===== config.mk =====
export PLATFORM = sky130hd
export DESIGN_NAME = seq_multiplier
export DESIGN_NICKNAME = d
export VERILOG_FILES = /design/src/rtl/seq_multiplier_pkg.sv /design/src/rtl/seq_multiplier_twos_abs.sv /design/src/rtl/seq_multiplier.sv
export SDC_FILE = /design/constraint.sdc
export NUM_CORES = 1
export LEC_CHECK = 0
export BUFFER_PORTS_ARGS = -buffer_cell sky130_fd_sc_hd__clkbuf_2
export CORE_AREA = 2 2 120 110
export CTS_CLUSTER_SIZE = 28
export DETAILED_ROUTE_END_ITERATION = 6
export DIE_AREA = 0 0 122 112
export PLACE_DENSITY = 0.46
export SKIP_CTS_REPAIR_TIMING = 1
export SYNTH_ARGS = -nofsm -noshare
export SYNTH_HDL_FRONTEND = slang
export SYNTH_SLANG_ARGS = --single-unit

===== constraint.sdc =====
create_clock -name clk -period 3.5 [get_ports clk]
set_input_delay 0.35 -clock clk [delete_from_list [all_inputs] [get_ports clk]]
set_output_delay 0.35 -clock clk [all_outputs]
set_load 0.01 [all_outputs]

===== src/rtl/seq_multiplier_pkg.sv =====
// Shared definitions for the sequential shift-add multiplier and the
// datapath blocks that reuse its default operand width.
package seq_multiplier_pkg;

    // Default operand width used across the datapath.
    localparam int DEFAULT_WIDTH = 8;

    // Controller state encoding.
    typedef enum logic [1:0] {
        IDLE = 2'd0,
        RUN  = 2'd1,
        DONE = 2'd2
    } state_t;

endpackage : seq_multiplier_pkg


===== src/rtl/seq_multiplier_twos_abs.sv =====
// Combinational magnitude of a WIDTH-bit operand. When is_signed is set the
// value is read as two's complement. The most negative value maps to
// 2^(WIDTH-1), which still fits as a WIDTH-bit unsigned result.
module twos_abs #(
    parameter int WIDTH = 8
) (
    input  logic [WIDTH-1:0] value,
    input  logic             is_signed,
    output logic [WIDTH-1:0] abs_value
);

    localparam logic [WIDTH-1:0] ONE = {{(WIDTH-1){1'b0}}, 1'b1};

    // Negate only negative two's-complement inputs; pass everything else through.
    always_comb begin
        abs_value = value;
        if (is_signed && value[WIDTH-1]) begin
            abs_value = ~value + ONE;
        end else begin
            abs_value = value;
        end
    end

endmodule : twos_abs


===== src/rtl/seq_multiplier.sv =====
// Sequential shift-add multiplier: one partial product per clock, WIDTH-bit
// operands, 2*WIDTH-bit product, signed or unsigned mode selected per request.
// Signed operands are reduced to magnitudes at acceptance and the sign is
// reapplied to the final accumulator, so the datapath is purely unsigned.
module seq_multiplier
    import seq_multiplier_pkg::*;
#(
    parameter  int WIDTH = DEFAULT_WIDTH,
    localparam int CNT_W = $clog2(WIDTH + 1)
) (
    input  logic                 clk,
    input  logic                 rst,
    input  logic                 start,
    input  logic                 signed_mode,
    input  logic [WIDTH-1:0]     m,
    input  logic [WIDTH-1:0]     q,
    output logic                 busy,
    output logic                 ready,
    output logic                 done,
    output logic [2*WIDTH-1:0]   product
);

    localparam logic [CNT_W-1:0]   LAST_CNT = CNT_W'(WIDTH - 1);
    localparam logic [CNT_W-1:0]   CNT_ONE  = {{(CNT_W-1){1'b0}}, 1'b1};
    localparam logic [2*WIDTH-1:0] PROD_ONE = {{(2*WIDTH-1){1'b0}}, 1'b1};

    // Controller
    state_t                state_r;
    state_t                state_s;
    logic                  accept_s;
    logic                  last_s;
    logic                  busy_r;
    logic                  ready_r;
    logic                  done_r;

    // Latched operands and iteration state
    logic [WIDTH-1:0]      mcand_r;
    logic [WIDTH-1:0]      mplier_r;
    logic                  neg_r;
    logic [2*WIDTH-1:0]    acc_r;
    logic [CNT_W-1:0]      cnt_r;
    logic [2*WIDTH-1:0]    product_r;

    // Operand preparation and per-step arithmetic
    logic [WIDTH-1:0]      abs_m_s;
    logic [WIDTH-1:0]      abs_q_s;
    logic                  neg_s;
    logic [WIDTH:0]        addend_s;
    logic [WIDTH:0]        sum_s;
    logic [2*WIDTH-1:0]    acc_step_s;
    logic [2*WIDTH-1:0]    final_s;

    // The accumulator LSB is shifted out on every step and never needed again.
    logic                  shift_out_unused_s;

    assign shift_out_unused_s = acc_r[0];

    assign busy    = busy_r;
    assign ready   = ready_r;
    assign done    = done_r;
    assign product = product_r;

    twos_abs #(
        .WIDTH     (WIDTH)
    ) u_abs_m (
        .value     (m),
        .is_signed (signed_mode),
        .abs_value (abs_m_s)
    );

    twos_abs #(
        .WIDTH     (WIDTH)
    ) u_abs_q (
        .value     (q),
        .is_signed (signed_mode),
        .abs_value (abs_q_s)
    );

    // Result sign: only meaningful in signed mode, where it is the XOR of the operand signs.
    always_comb begin
        neg_s = 1'b0;
        if (signed_mode) begin
            neg_s = m[WIDTH-1] ^ q[WIDTH-1];
        end else begin
            neg_s = 1'b0;
        end
    end

    // One shift-add step: conditionally add the multiplicand into the upper half, then shift right with carry.
    always_comb begin
        addend_s = {(WIDTH+1){1'b0}};
        if (mplier_r[0]) begin
            addend_s = {1'b0, mcand_r};
        end else begin
            addend_s = {(WIDTH+1){1'b0}};
        end
        sum_s      = {1'b0, acc_r[2*WIDTH-1:WIDTH]} + addend_s;
        acc_step_s = {sum_s, acc_r[WIDTH-1:1]};
        final_s    = acc_step_s;
        if (neg_r) begin
            final_s = ~acc_step_s + PROD_ONE;
        end else begin
            final_s = acc_step_s;
        end
    end

    // Next-state logic; a request is taken only in IDLE or DONE, which lets DONE chain straight into RUN.
    always_comb begin
        state_s  = state_r;
        accept_s = 1'b0;
        last_s   = (cnt_r == LAST_CNT);
        case (state_r)
            IDLE: begin
                if (start) begin
                    accept_s = 1'b1;
                    state_s  = RUN;
                end else begin
                    state_s  = IDLE;
                end
            end
            RUN: begin
                if (last_s) begin
                    state_s = DONE;
                end else begin
                    state_s = RUN;
                end
            end
            DONE: begin
                if (start) begin
                    accept_s = 1'b1;
                    state_s  = RUN;
                end else begin
                    state_s  = IDLE;
                end
            end
            default: begin
                accept_s = 1'b0;
                state_s  = IDLE;
            end
        endcase
    end

    // State register with status outputs registered from the next state so they align with it.
    always_ff @(posedge clk or posedge rst) begin
        if (rst) begin
            state_r <= IDLE;
            busy_r  <= 1'b0;
            ready_r <= 1'b1;
            done_r  <= 1'b0;
        end else begin
            state_r <= state_s;
            busy_r  <= (state_s == RUN);
            ready_r <= (state_s != RUN);
            done_r  <= (state_s == DONE);
        end
    end

    // Operand latch at acceptance, iteration while running, product capture on the last step.
    always_ff @(posedge clk or posedge rst) begin
        if (rst) begin
            mcand_r   <= {WIDTH{1'b0}};
            mplier_r  <= {WIDTH{1'b0}};
            neg_r     <= 1'b0;
            acc_r     <= {(2*WIDTH){1'b0}};
            cnt_r     <= {CNT_W{1'b0}};
            product_r <= {(2*WIDTH){1'b0}};
        end else if (accept_s) begin
            mcand_r   <= abs_m_s;
            mplier_r  <= abs_q_s;
            neg_r     <= neg_s;
            acc_r     <= {(2*WIDTH){1'b0}};
            cnt_r     <= {CNT_W{1'b0}};
            product_r <= product_r;
        end else if (state_r == RUN) begin
            mcand_r   <= mcand_r;
            mplier_r  <= {1'b0, mplier_r[WIDTH-1:1]};
            neg_r     <= neg_r;
            acc_r     <= acc_step_s;
            cnt_r     <= cnt_r + CNT_ONE;
            if (last_s) begin
                product_r <= final_s;
            end else begin
                product_r <= product_r;
            end
        end else begin
            mcand_r   <= mcand_r;
            mplier_r  <= mplier_r;
            neg_r     <= neg_r;
            acc_r     <= acc_r;
            cnt_r     <= cnt_r;
            product_r <= product_r;
        end
    end

endmodule : seq_multiplier

* After elaboration in Yosys (flattened, before gate mapping)
Index checks and enable logic that the tools add are counted.
Cells by class: add/subtract/negate cells 5, $mul 0, div/mod/pow operators 0, magnitude comparators 0, eq/ne operators 6, shifts and indexed selects 0, multiplexer cells 16, bitwise operators 5, reductions and logical operators 6
Operators by type and width (count):
- 16-bit 2-to-1 mux | 3
- 8-bit 2-to-1 mux | 5
- 16-bit by 1-bit adder with 16-bit output, second input constant | 1
- 8-bit by 1-bit adder with 8-bit output, second input constant | 2
- 16-bit inverter | 1
- 8-bit inverter | 2
- 8-bit by 9-bit adder with 9-bit output | 1
- 4-bit 2-to-1 mux | 2
- 4-bit by 1-bit adder with 4-bit output, second input constant | 1
- 2-bit by 1-bit equality test with 1-bit output, second input constant | 2
- 2-bit equality test, second input constant | 2
- 4-bit by 3-bit equality test with 1-bit output, second input constant | 1
- 1-bit 2-to-1 mux | 4
- 2-bit case mux with 2 select lines | 1
- 3-bit AND reduction | 1
- 1-bit logical AND | 2
- 2-bit logical NOT | 1
- 2-bit 2-to-1 mux | 1
- 2-bit by 1-bit != test with 1-bit output, second input constant | 1
- 2-bit nonzero test | 1
- 2-bit OR reduction | 1
- 1-bit inverter | 1
- 1-bit bitwise XOR | 1
Word-level totals: register bits after elaboration 58, bits in latches 0, memory bits (writable) 0, bits in read-only memories 0, bits of input ports 20, output and inout port bits 19, word-level logic and storage cells 48, memories 0

* Depth between registers and ports, before layout
word-level depth 5, mapped depth 10, depth with buffers taken out 10

* By module
Synthesis repeated with hierarchy kept, for this count alone.
Second synthesis, totals: cells, all modules 328, area, all modules 3095.5 µm²
By module, submodules not included:
- seq_multiplier | times used 1, cells an instance 282, area an instance 2787.7 µm², sequential area each 1427.6 µm²
- twos_abs | times used 2, cells an instance 23, area an instance 153.9 µm², sequential area each 0.0 µm²

* Worst setup path after synthesis
OpenSTA, ideal clock, no wires.
path kind register -> register, from register mplier_r[0], to register product_r[15] (netlist: product[15]), setup time 125 ps, arrival time 2640 ps, data required time 3375 ps, path slack 735 ps, cell stages (with the launch flop) 11, path buffers 0, period minus slack after synthesis 2765 ps, cell sequence dfrtp_1 and2_1 ha_1 fa_1 a21o_1 a21oi_2 xnor2_1 or4_1 o31ai_2 xnor2_1 mux2_4
Between the ends: cells in the longest elaborated chain, start to end 5
Ends and longest elaborated chain:
- start, declared | line seq_multiplier.sv:38 | logic [WIDTH-1:0] mplier_r;
- start signal, assigned | line seq_multiplier.sv:162 | mplier_r <= {WIDTH{1'b0}};
- start signal, assigned | line seq_multiplier.sv:169 | mplier_r <= abs_q_s;
- start signal, assigned | line seq_multiplier.sv:176 | mplier_r <= {1'b0, mplier_r[WIDTH-1:1]};
- 8-bit 2-to-1 mux (*) | line seq_multiplier.sv:92 | if (mplier_r[0]) begin
- 8-bit by 9-bit adder with 9-bit output (*) | line seq_multiplier.sv:97 | sum_s = {1'b0, acc_r[2*WIDTH-1:WIDTH]} + addend_s;
- 16-bit inverter | line seq_multiplier.sv:101 | final_s = ~acc_step_s + PROD_ONE;
- 16-bit by 1-bit adder with 16-bit output | line seq_multiplier.sv:101
- 16-bit 2-to-1 mux (*) | line seq_multiplier.sv:100 | if (neg_r) begin
- end signal, assigned | line seq_multiplier.sv:166 | product_r <= {(2*WIDTH){1'b0}};
- end signal, assigned | line seq_multiplier.sv:173 | product_r <= product_r;
- end signal, assigned | line seq_multiplier.sv:181 | product_r <= final_s;
- end, declared | line seq_multiplier.sv:42 | logic [2*WIDTH-1:0] product_r;
Mark *: on every way between the ends. The rest lies on a longest branch, timed or not. A chain may end at the register's enable or synchronous reset.

* Final worst setup path
from register mplier_r[0], to register product_r[14] (netlist: product[14])
The elaborated chain is that of the path after synthesis.

==> qor.csv <==
metric,value,unit
status,finished clean,
crit-path max FO,9,
Reg-to-Reg Start,mplier_r[0]$_DFFE_PP0P_,
routed wire length,7200,um
fillers,1338,
drt first pass iters,4,
Max clock buf depth,2,
Synth cell types,46,
"Core Util, Final",0.306,
Initial Util,0.253,
Die X,122,um
Root Buffer,clkbuf_16,
CTS Buf Count,9,
worst hold margin,1.58,ps
"Min Clock Period, post-route",3010,ps
pre-CTS WS,472,ps
Yosys reg bits,57,
Peak VDD IR,0.000323,V
fin area,3800,um^2
most frequent cells in the layout,"56 x dfrtp_1, 45 x nand2_1, 38 x clkbuf_2",
final antenna-violating net count,0,
worst-margin pin slew,1040,ps
GRT Overall Usage,0.112,
share of cells above drive strength 1,0.194,
Netlist Area Pre-Place,3150,um^2
"leading cell type in the layout, fill and taps excluded",dfrtp_1,
Mapped Cells,333,
Die ar.,13700,um^2
H-Tree Depth,3,
Final Skew,8.60,ps
sequential share of the synthesized area,0.453,
worst reg-to-reg path cell count,10,
# Max-Cap Violations,0,
Placed Cells,525,
syn_nets,366,
first-pass GRT wire length,12100,um
PD cells,982,nW/um^2
"Slew Viols, Final",0,
placed wire-length estimate,5200,um
Final setup violation count,0,
Reg2Reg Setup Slack,490,ps
num ports,39,
"Avg Cell Area, Syn",9.47,um^2
worst rel slew slack,0.307,
Setup Crit Path Kind,reg2reg,
worst skew pair latency,320,ps
DR vias,2455,
Critical Path Source Type,flop,
CP Capture Type,flop,
CTS tree,done,
Hold WC Path Type,in2async,
crit share post-route,0.859,
total power,3.74,mW
dominant synthesized flop cell,dfrtp_1,
Post-Layout Cell Count,541,
YS warnings,0,
grt ovf,0,
DRC Markers,0,
core area,12400,um^2
setup TNS,0,ps
1st-iter DRT viols,99,
Post-synth EDFFs,0,
row count,39,
fmax,0.333,GHz
Die Y,112,um
clk sinks,57,
vias in the first global route,2410,
clock-pin slew on the worst setup and hold paths,60,ps
number of port buffers,38,
area delta synth->final,20.6,%
P_leak,1.75,nW
gpl congestion,0.782,
Worst R2R End,product[14]$_DFFE_PP0P_,
Final WS setup,493,ps
asr flop ratio synth,1.00,
Area after DPL,3510,um^2
initial antenna violation count,0,
DR vias/cell,4.54,
WL/cell,13.3,um
ANT cells,0,
post-layout net count,405,
largest net degree at the start of global routing,40,
CP Data Arrival Time,3260,ps
RSZ-0062 raised after global routing,false,
"Req. time, crit path",3750,ps
final hold viol count,0,
==> flip-flops by register name, summed over array words and instances, names as in the netlist, 2 cells and up <==
signal and count:
mcand_r 8, acc_r 15, product 16, state_r 2, cnt_r 4, mplier_r 8
==> synth_stat cells (2+ instances only) <==
cell      instances  area share
mux2_2            2      0.0071
a31oi_1          10       0.020
o31ai_1           6       0.014
and2_1            8       0.016
a21oi_1          17       0.027
dfrtp_1          56        0.44
or3_1             3      0.0060
nand3_1           8       0.013
nand2_1          45       0.054
a22o_1           11       0.031
ha_1             12       0.048
buf_6             3       0.011
a211oi_1          2      0.0048
xnor2_1          14       0.039
o21ai_0          19       0.030
a21oi_2           2      0.0056
a311oi_1          2      0.0056
nor2_1           33       0.039
a21o_1            4      0.0095
nor3_1            6      0.0095
nand2b_1          6       0.012
nor2b_1           2      0.0040
nor3b_1           2      0.0048
nor4_1            2      0.0040
buf_4             2      0.0048
mux2i_1           2      0.0063
clkbuf_1         11       0.013
inv_1            10       0.012
xor2_1           16       0.044
==> logic make-up after synthesis <==
| kind of cell | share of synthesized area |
|---|---|
| mux | 0.0183 |
| compound gates | 0.171 |
| fa+ha+maj | 0.0540 |
| simple gates | 0.180 |
| flops | 0.453 |
| xor+xnor | 0.0833 |
| buf+inv | 0.0405 |
==> layer usage <==
layer | global-route usage | vias up | part of all wire
li1 | - | 1244 | -
met1 | 0.164 | 1150 | 0.53
met2 | 0.160 | 57 | 0.42
met3 | 0.0287 | 4 | 0.048
met4 | 0.0368 | 0 | 0.0085
met5 | 0 | - | 0
==> worst max-delay path, stage by stage (launching register included) <==
cell and delay, ps:
dfrtp_1 450, and2_1 180, ha_1 210, fa_1 410, xnor2_1 300, nand2_1 150
or3_1 400, o31ai_1 290, a21bo_2 270, xnor2_1 120, a21oi_1 150
==> area by class of cell <==
type	count	area (um^2)	share of cell area
Clock buffer	11	243	0.0638
Clock inverter	5	55.1	0.0145
Inverter	10	37.5	0.00987
Multi-Input combinational cell	250	1600	0.421
Sequential cell	57	1430	0.375
Tap cell	164	205	0.0539
Timing Repair Buffer	44	235	0.0618
==> report_power, final <==
group,internal (mW),switching (mW)
clock network,0.567,0.304
logic,0.705,0.972
registers,0.964,0.225
total,2.24,1.50
==> worst max-delay path by stage <==
stage | to | slack [ps] | cells past startpoint | from
5_1_grt | product[14]$_DFFE_PP0P_ | 280 | 10 | mplier_r[0]$_DFFE_PP0P_
2_1_floorplan | product[15]$_DFFE_PP0P_ | 730 | 10 | mplier_r[0]$_DFFE_PP0P_
4_1_cts | product[14]$_DFFE_PP0P_ | 480 | 10 | mplier_r[0]$_DFFE_PP0P_
3_3_place_gp | product[14]$_DFFE_PP0P_ | 570 | 10 | mplier_r[0]$_DFFE_PP0P_
3_5_place_dp | product[14]$_DFFE_PP0P_ | 470 | 10 | mplier_r[0]$_DFFE_PP0P_
6_report | product[14]$_DFFE_PP0P_ | 490 | 10 | mplier_r[0]$_DFFE_PP0P_
No activity file was read; power rests on OpenSTA's default activity.
